==> src/rtl/mem_port_arbiter_pkg.sv <==
// mem_port_arbiter_pkg: channel ids, response-tracker entry layout and the
// legal MEM_LAT range shared by the arbiter and its tracker.
package mem_port_arbiter_pkg;

    localparam logic CH_INST = 1'b0;
    localparam logic CH_DATA = 1'b1;

    localparam int TRK_VALID_W = 1;
    localparam int TRK_CHAN_W  = 1;
    localparam int TRK_KILL_W  = 1;

    localparam int MEM_LAT_MIN = 1;
    localparam int MEM_LAT_MAX = 4;

    typedef struct packed {
        logic [TRK_VALID_W-1:0] valid;
        logic [TRK_CHAN_W-1:0]  chan;
        logic [TRK_KILL_W-1:0]  kill;
    } trk_entry_t;

    function automatic bit mem_lat_legal(input int lat);
        return (lat >= MEM_LAT_MIN) && (lat <= MEM_LAT_MAX);
    endfunction

endpackage

==> src/rtl/mem_resp_tracker.sv <==
// mem_resp_tracker: MEM_LAT-deep shift register of in-flight grants; the tail
// entry lines up with the SRAM read data of the grant it describes.
module mem_resp_tracker
    import mem_port_arbiter_pkg::*;
#(
    parameter int MEM_LAT = 1
) (
    input  logic       clk,
    input  logic       resetn,
    input  logic       push_i,
    input  logic       push_chan_i,
    input  logic       flush_i,
    output trk_entry_t tail_o
);

    trk_entry_t [MEM_LAT-1:0] ent_q, ent_d;

    // A flush marks every live fetch entry, the one entering this cycle included.
    function automatic trk_entry_t age(input trk_entry_t e, input logic flush);
        trk_entry_t r;
        r = e;
        r.kill = e.kill | (flush & e.valid & (e.chan == CH_INST));
        return r;
    endfunction

    always_comb begin
        ent_d[0] = age(trk_entry_t'({push_i, push_chan_i, 1'b0}), flush_i);
        for (int k = 1; k < MEM_LAT; k++) ent_d[k] = age(ent_q[k-1], flush_i);
    end

    always_ff @(posedge clk or negedge resetn)
        if (!resetn) ent_q <= '0;
        else ent_q <= ent_d;

    assign tail_o = ent_q[MEM_LAT-1];

endmodule

==> src/rtl/mem_port_arbiter.sv <==
// mem_port_arbiter: merges fetch and data channels onto one synchronous SRAM port.
// Define ARB_ROUND_ROBIN_EN for alternating priority on contested cycles.
module mem_port_arbiter
    import mem_port_arbiter_pkg::*;
#(
    parameter int ADDR_W  = 32,
    parameter int DATA_W  = 32,
    parameter int MEM_LAT = 1
) (
    input  logic                clk,
    input  logic                resetn,
    input  logic                i_req,
    input  logic [ADDR_W-1:0]   i_addr,
    output logic                i_addr_ok,
    output logic [DATA_W-1:0]   i_rdata,
    output logic                i_data_ok,
    input  logic                d_req,
    input  logic                d_wr,
    input  logic [DATA_W/8-1:0] d_wstrb,
    input  logic [ADDR_W-1:0]   d_addr,
    input  logic [DATA_W-1:0]   d_wdata,
    output logic                d_addr_ok,
    output logic [DATA_W-1:0]   d_rdata,
    output logic                d_data_ok,
    input  logic                i_flush,
    output logic                m_en,
    output logic [DATA_W/8-1:0] m_wen,
    output logic [ADDR_W-1:0]   m_addr,
    output logic [DATA_W-1:0]   m_wdata,
    input  logic [DATA_W-1:0]   m_rdata
);

    logic              gnt_i, gnt_d, grant;
    logic [ADDR_W-1:0] m_addr_q, m_addr_d;
    logic [DATA_W-1:0] i_rdata_q, i_rdata_d, d_rdata_q, d_rdata_d;
    trk_entry_t        tail;

    if (!mem_lat_legal(MEM_LAT)) begin : g_lat_chk
        $error("mem_port_arbiter: MEM_LAT=%0d outside %0d..%0d", MEM_LAT, MEM_LAT_MIN, MEM_LAT_MAX);
    end

`ifdef ARB_ROUND_ROBIN_EN
    logic last_q, last_d, contested;

    assign contested = i_req & d_req;
    assign gnt_d     = d_req & ~(contested & (last_q == CH_DATA));
    assign gnt_i     = i_req & ~gnt_d;
    assign last_d    = contested ? (gnt_d ? CH_DATA : CH_INST) : last_q;

    always_ff @(posedge clk or negedge resetn)
        if (!resetn) last_q <= CH_INST;
        else last_q <= last_d;
`else
    assign gnt_d = d_req;
    assign gnt_i = i_req & ~d_req;
`endif

    assign grant = gnt_i | gnt_d;

    // Reset gates only the handshakes; internal state is already held in reset.
    assign i_addr_ok = resetn & gnt_i;
    assign d_addr_ok = resetn & gnt_d;
    assign m_en      = i_addr_ok | d_addr_ok;
    assign m_wen     = (d_addr_ok & d_wr) ? d_wstrb : '0;
    assign m_wdata   = d_wdata;
    assign m_addr_d  = grant ? (gnt_d ? d_addr : i_addr) : m_addr_q;
    assign m_addr    = m_addr_d;

    mem_resp_tracker #(
        .MEM_LAT (MEM_LAT)
    ) u_tracker (
        .clk         (clk),
        .resetn      (resetn),
        .push_i      (grant),
        .push_chan_i (gnt_d ? CH_DATA : CH_INST),
        .flush_i     (i_flush),
        .tail_o      (tail)
    );

    assign i_data_ok = tail.valid[0] & (tail.chan == CH_INST) & ~tail.kill[0] & ~i_flush;
    assign d_data_ok = tail.valid[0] & (tail.chan == CH_DATA);
    assign i_rdata_d = i_data_ok ? m_rdata : i_rdata_q;
    assign d_rdata_d = d_data_ok ? m_rdata : d_rdata_q;
    assign i_rdata   = i_rdata_d;
    assign d_rdata   = d_rdata_d;

    always_ff @(posedge clk or negedge resetn)
        if (!resetn) begin
            m_addr_q  <= '0;
            i_rdata_q <= '0;
            d_rdata_q <= '0;
        end else begin
            m_addr_q  <= m_addr_d;
            i_rdata_q <= i_rdata_d;
            d_rdata_q <= d_rdata_d;
        end

endmodule

==> config.mk <==
export PLATFORM = sky130hd
export DESIGN_NAME = mem_port_arbiter
export DESIGN_NICKNAME = d
export VERILOG_FILES = /design/src/rtl/mem_port_arbiter_pkg.sv /design/src/rtl/mem_resp_tracker.sv /design/src/rtl/mem_port_arbiter.sv
export SDC_FILE = /design/constraint.sdc
export NUM_CORES = 1
export LEC_CHECK = 0
export CELL_PAD_IN_SITES_DETAIL_PLACEMENT = 0
export CELL_PAD_IN_SITES_GLOBAL_PLACEMENT = 2
export CORE_MARGIN = 3
export CORE_UTILIZATION = 19
export DETAILED_ROUTE_END_ITERATION = 6
export GPL_TIMING_DRIVEN = 0
export PLACE_DENSITY_LB_ADDON = 0.1
export SLEW_MARGIN = 15
export SYNTH_ARGS = -nofsm -noshare
export SYNTH_HDL_FRONTEND = slang
export SYNTH_SLANG_ARGS = --single-unit
==> constraint.sdc <==
create_clock -name clk -period 1.8 [get_ports clk]
set_clock_uncertainty 0.1 [all_clocks]
set_input_delay 0.36 -clock clk [delete_from_list [all_inputs] [get_ports clk]]
set_output_delay 0.36 -clock clk [all_outputs]
set_load 0.02 [all_outputs]
Yosys cells after proc, flatten, opt, wreduce, memory -nomap -nowiden. Index checks and enable logic that the tools add are counted.

Mux-type cells: 6. Bitwise gates (word level): 17.

Operators by type and width (count): $mux 32 (4); $and 1x1->1 (10); $not 1->1 (5); $mux 4 (1); $or 1x1->1 (2); $mux 1 (1).

Bits in registers: 99. Output and inout port bits: 137. Logic and storage cells: 29.

Logic depth before layout (Yosys ltp).
Depth after elaboration: 5. Mapped depth: 4. Mapped depth without buffers: 2.

By module. Synthesis repeated with hierarchy kept, for this count alone.

Cell total of the unflattened synthesis: 321. Area, all modules: 4232.8 um^2.

By module, submodules not included: mem_port_arbiter (times used 1, cells an instance 317, area an instance 4149.0 um^2, seq. area each 2402.3 um^2); mem_resp_tracker (times used 1, cells an instance 4, area an instance 83.8 um^2, seq. area each 75.1 um^2).

Worst setup path after synthesis. OpenSTA, ideal clock, no wires.

Kind: flip-flop to output port. From: register u_tracker.ent_q (netlist bit u_tracker.tail_o[1]). To: output port i_rdata[22]. Arrival: 1.464 ns. Required time: 1.340 ns. Slack: -0.124 ns. Stages on the path, launching flop included: 4. Buffers on the path: 1. Cells stage by stage: dfrtp_1 > nor4b_4 > buf_6 > mux2_2.

Longest elaborated chain between the ends: 5.

RTL lines: start: declaration (RTL line mem_resp_tracker.sv:16) `trk_entry_t [MEM_LAT-1:0] ent_q, ent_d;`; start signal: assignment (RTL line mem_resp_tracker.sv:33) `else ent_q <= ent_d;`; $not 1->1 (RTL line mem_port_arbiter.sv:80) `assign i_data_ok = tail.valid[0] & (tail.chan == CH_INST) & ~tail.kill[0] & ~i_flush;`; $and 1x1->1 (3 in a row) (RTL line mem_port_arbiter.sv:80); via i_data_ok (RTL line mem_port_arbiter.sv:16) `output logic i_data_ok,`; $mux 32 (RTL line mem_port_arbiter.sv:82) `assign i_rdata_d = i_data_ok ? m_rdata : i_rdata_q;`; end: declaration (RTL line mem_port_arbiter.sv:15) `output logic [DATA_W-1:0] i_rdata,`.

The timed path passes the listed nets, and every way through them passes these cells.

Worst setup path after layout.
From: register u_tracker.ent_q (netlist bit u_tracker.tail_o[0]). To: output port i_rdata[21].

Longest elaborated chain between the ends: 4.

RTL lines (RTL line): $not 1->1 (mem_port_arbiter.sv:80); $and 1x1->1 (2 in a row) (mem_port_arbiter.sv:80); $mux 32 (mem_port_arbiter.sv:82).

Every way passes these cells.

==> results.txt <==
outcome = complete, but fails checks
violated checks = setup timing
pins over their slew limit = 0
starting density of the core = 19.8%
number of rows created at floorplan = 53
multi-input combinational cell area = 1650 µm²
area taken by flip-flops and latches = 2480 µm²
series of cell instances along the critical path = nor4b_4, buf_6, buf_12, buf_12, mux2_4, buf_6
min Tclk post-route = 2.34 ns
Switching Fraction = 29.6%
worst-case clock buffer depth = 2
largest net degree at the start of global routing = 62
CP arrival = 1.88 ns
Clock Pin Slew Worst Setup and Hold Paths = 0.06 ns
total power = 7.11 mW
count of pins on the block boundary = 275
die area = 24100 µm²
vias after detailed routing = 3529
worst max-slew margin expressed relative to the limit = 77.7%
LEAKAGE = 3.81 nW
number of synthesized flops with an enable pin = 0
post-synthesis to final-layout area growth = 90.2%
drt via density = 3.93
slew at the pin with the worst max-slew slack = 0.335 ns
master cell of the clock root buffer = sky130_fd_sc_hd__clkbuf_16
CTS tree = done
final hold violations = 0
Int Pwr = 5.00 mW
remaining global-route overflow = 0
horizontal die dimension = 155 µm
first-pass GRT wire length = 23.4 mm
total iterations of the first detailed-routing run = 4
maximum fanout encountered on the critical timing path = 5
Worst path slowest cell = sky130_fd_sc_hd__dfrtp_1
critical path's largest stage delay = 0.39 ns
Setup-failing EPs final = 66
count of maximum capacitance violations = 0
placeable core region = 21400 µm²
antenna-violating nets left = 0
WL final = 15.2 mm
final total negative setup slack = -26.36 ns
required arrival time at the worst endpoint = 1.34 ns
Avg Cell Area, Syn = 13.2 µm²
type of destination of the critical path = output pin
Seq cells post-synth = 99
fraction of the cycle the final worst path needs = 130%
area share of the leading cell type in the synthesized netlist = 58.5%
dominant cell type by area after synthesis = sky130_fd_sc_hd__dfrtp_1
Cell Pwr Density = 883 nW/µm²
number of global-route vias before repair = 3967
total met2 wirelength after detailed routing = 7.48 mm
clock network fraction of design power = 28.1%
Antenna Cells = 0
dpl cell area = 7100 µm²
asr flop ratio synth = 100%
biggest area contributors in the synthesized netlist = sky130_fd_sc_hd__dfrtp_1, sky130_fd_sc_hd__mux2_2, sky130_fd_sc_hd__mux2i_1
number of H-tree levels = 3
share of total power in combinational logic = 35.2%
DRC errors left = 0
gp weighted congestion = 0.732
top cells by instance count after synthesis = sky130_fd_sc_hd__dfrtp_1, sky130_fd_sc_hd__mux2_2, sky130_fd_sc_hd__nand2_1
part of the total power dissipated in sequential elements = 36.7%
unrepaired setup endpoints after global routing = true
placed cell count = 838
final instance area = 8050 µm²
routed wirelength normalized by instance count = 17.0 µm
Final Non-Filler Cells = 898
port buffer count = 241
height of the chip = 155 µm
dominant synthesized flop cell = sky130_fd_sc_hd__dfrtp_1
total routing usage reported by global routing = 12.5%
Yosys cell types = 16
Synth Cell Area = 4230 µm²
worst skew pair latency = 0.35 ns
routed metal-1 wirelength = 6.09 mm
Reg2Reg Setup Slack = 0.07 ns
detailed-routed wire length on met3 = 1.50 mm
total number of nets in the final design = 757
VDD IR max = 0.548 mV
worst min path class = in -> reg
Seq/Total Area, Yosys = 58.5%
most common cell in the netlist = sky130_fd_sc_hd__dfrtp_1
net switching power of the design = 2.10 mW
max frequency = 0.427 GHz
category of the worst setup path launch point = register
fill cell count = 2139
total half-perimeter wirelength after legalization and detailed placement = 10.7 mm
number of instances in the synthesized netlist = 321
setup slack after layout = -0.543 ns
Net Count, Synth = 459
Top Layer Used = met4
Ys Warns = 0
# clock sinks = 99
number of CTS-inserted buffers = 9
number of antenna violations at the first check in global routing = 0
share of post-route cells with drive strength above 1 = 45.6%
worst setup path class = reg -> out
number of DRC violations after detailed-routing iteration 0 = 97
critical path, delay by kind of cell (launching register included):
family / cells / cell delay (ns)
flip-flops: 1 / 0.39
AND/OR/NAND/NOR: 1 / 0.28
multiplexers: 1 / 0.31
buffers and inverters: 4 / 0.55
what timing repair did:
action	in CTS	in global routing
hold buffers	2	0
buffers inserted	35	5
gates cloned	7	0
gates resized for setup	639	29
endpoints found under the hold margin	38	0
endpoints found under the setup margin	164	96
pin swaps	2	1
final timing paths:
path / startpoint / end / depth (start not counted)
max: u_tracker.tail_o[0] / i_rdata[21] / 6
min: d_req / u_tracker.tail_o[1] / 1
max reg2reg: u_tracker.tail_o[0] / i_rdata_q[2] / 6
min reg2reg: d_rdata_q[4] / d_rdata_q[4] / 1
max in group asynchronous: resetn / m_addr_q[3] / 3
min in group asynchronous: resetn / d_rdata_q[5] / 3
kinds of logic (layout without fill, tap and decap cells):
kind of cell / Yosys count / count (layout) / synth area share, %
muxes: 96 / 96 / 24.6
buffers and inverters: 50 / 352 / 8.01
and+or+nand+nor: 44 / 44 / 5.08
AOI/OAI and AO/OA: 32 / 32 / 3.78
DFF: 99 / 99 / 58.5
routing by layer:
metal	track usage (%)	up-vias
li1	-	1656
met1	15.0	1700
met2	20.9	163
met3	5.23	10
met4	3.00	0
met5	0	-
power by group through the flow:
stage / logic, mW / registers [mW] / clock network, mW
floorplan: 1.09 / 2.62 / 0
global placement: 2.19 / 2.64 / 0
detailed placement: 2.20 / 2.64 / 0
CTS: 2.53 / 2.61 / 2.11
global route: 2.66 / 2.64 / 2.19
finish: 2.50 / 2.61 / 2.00
cell usage in the layout, fill, tap and decap left out, drive strengths merged:
master	netlist	routed
and2	6	6
bufinv	0	1
and3	1	1
mux2	64	64
buf	42	191
nand2	33	33
clkbuf	7	17
inv	1	4
o21ai	32	32
dlygate4sd3	0	1
and3b	2	2
clkinvlp	0	2
mux2i	32	32
dfrtp	99	99
dlygate4sd2	0	3
or2	1	1
nor4b	1	1
clkdlybuf4s50	0	133
per-stage QoR:
step | utilization [%] | setup WS (ns) | hold WS, ns
after global routing | 37.6 | -0.621 | 0.127
after detailed placement | 33.2 | -1.53 | 0.218
after CTS | 37.6 | -0.571 | 0.117
after floorplan | - | -0.0866 | -0.0356
final | 37.6 | -0.543 | 0.132
after global placement | 33.0 | -4.57 | 0.377
state kept, by name, summed over array words and instances (netlist names):
| signal | cells |
|---|---|
| d_rdata_q | 32 |
| u_tracker.tail_o | 3 |
| m_addr_q | 32 |
| i_rdata_q | 32 |
area by class of cell:
cell class / count / area share (%)
buffer: 49 / 5.84
clock inverter: 6 / 0.886
inverter: 1 / 0.0466
multi-input combinational: 172 / 20.5
clock buffer: 9 / 2.80
sequential: 99 / 30.8
timing repair buffer: 287 / 34.9
tap: 275 / 4.27
(Power assumes the default switching activity.)
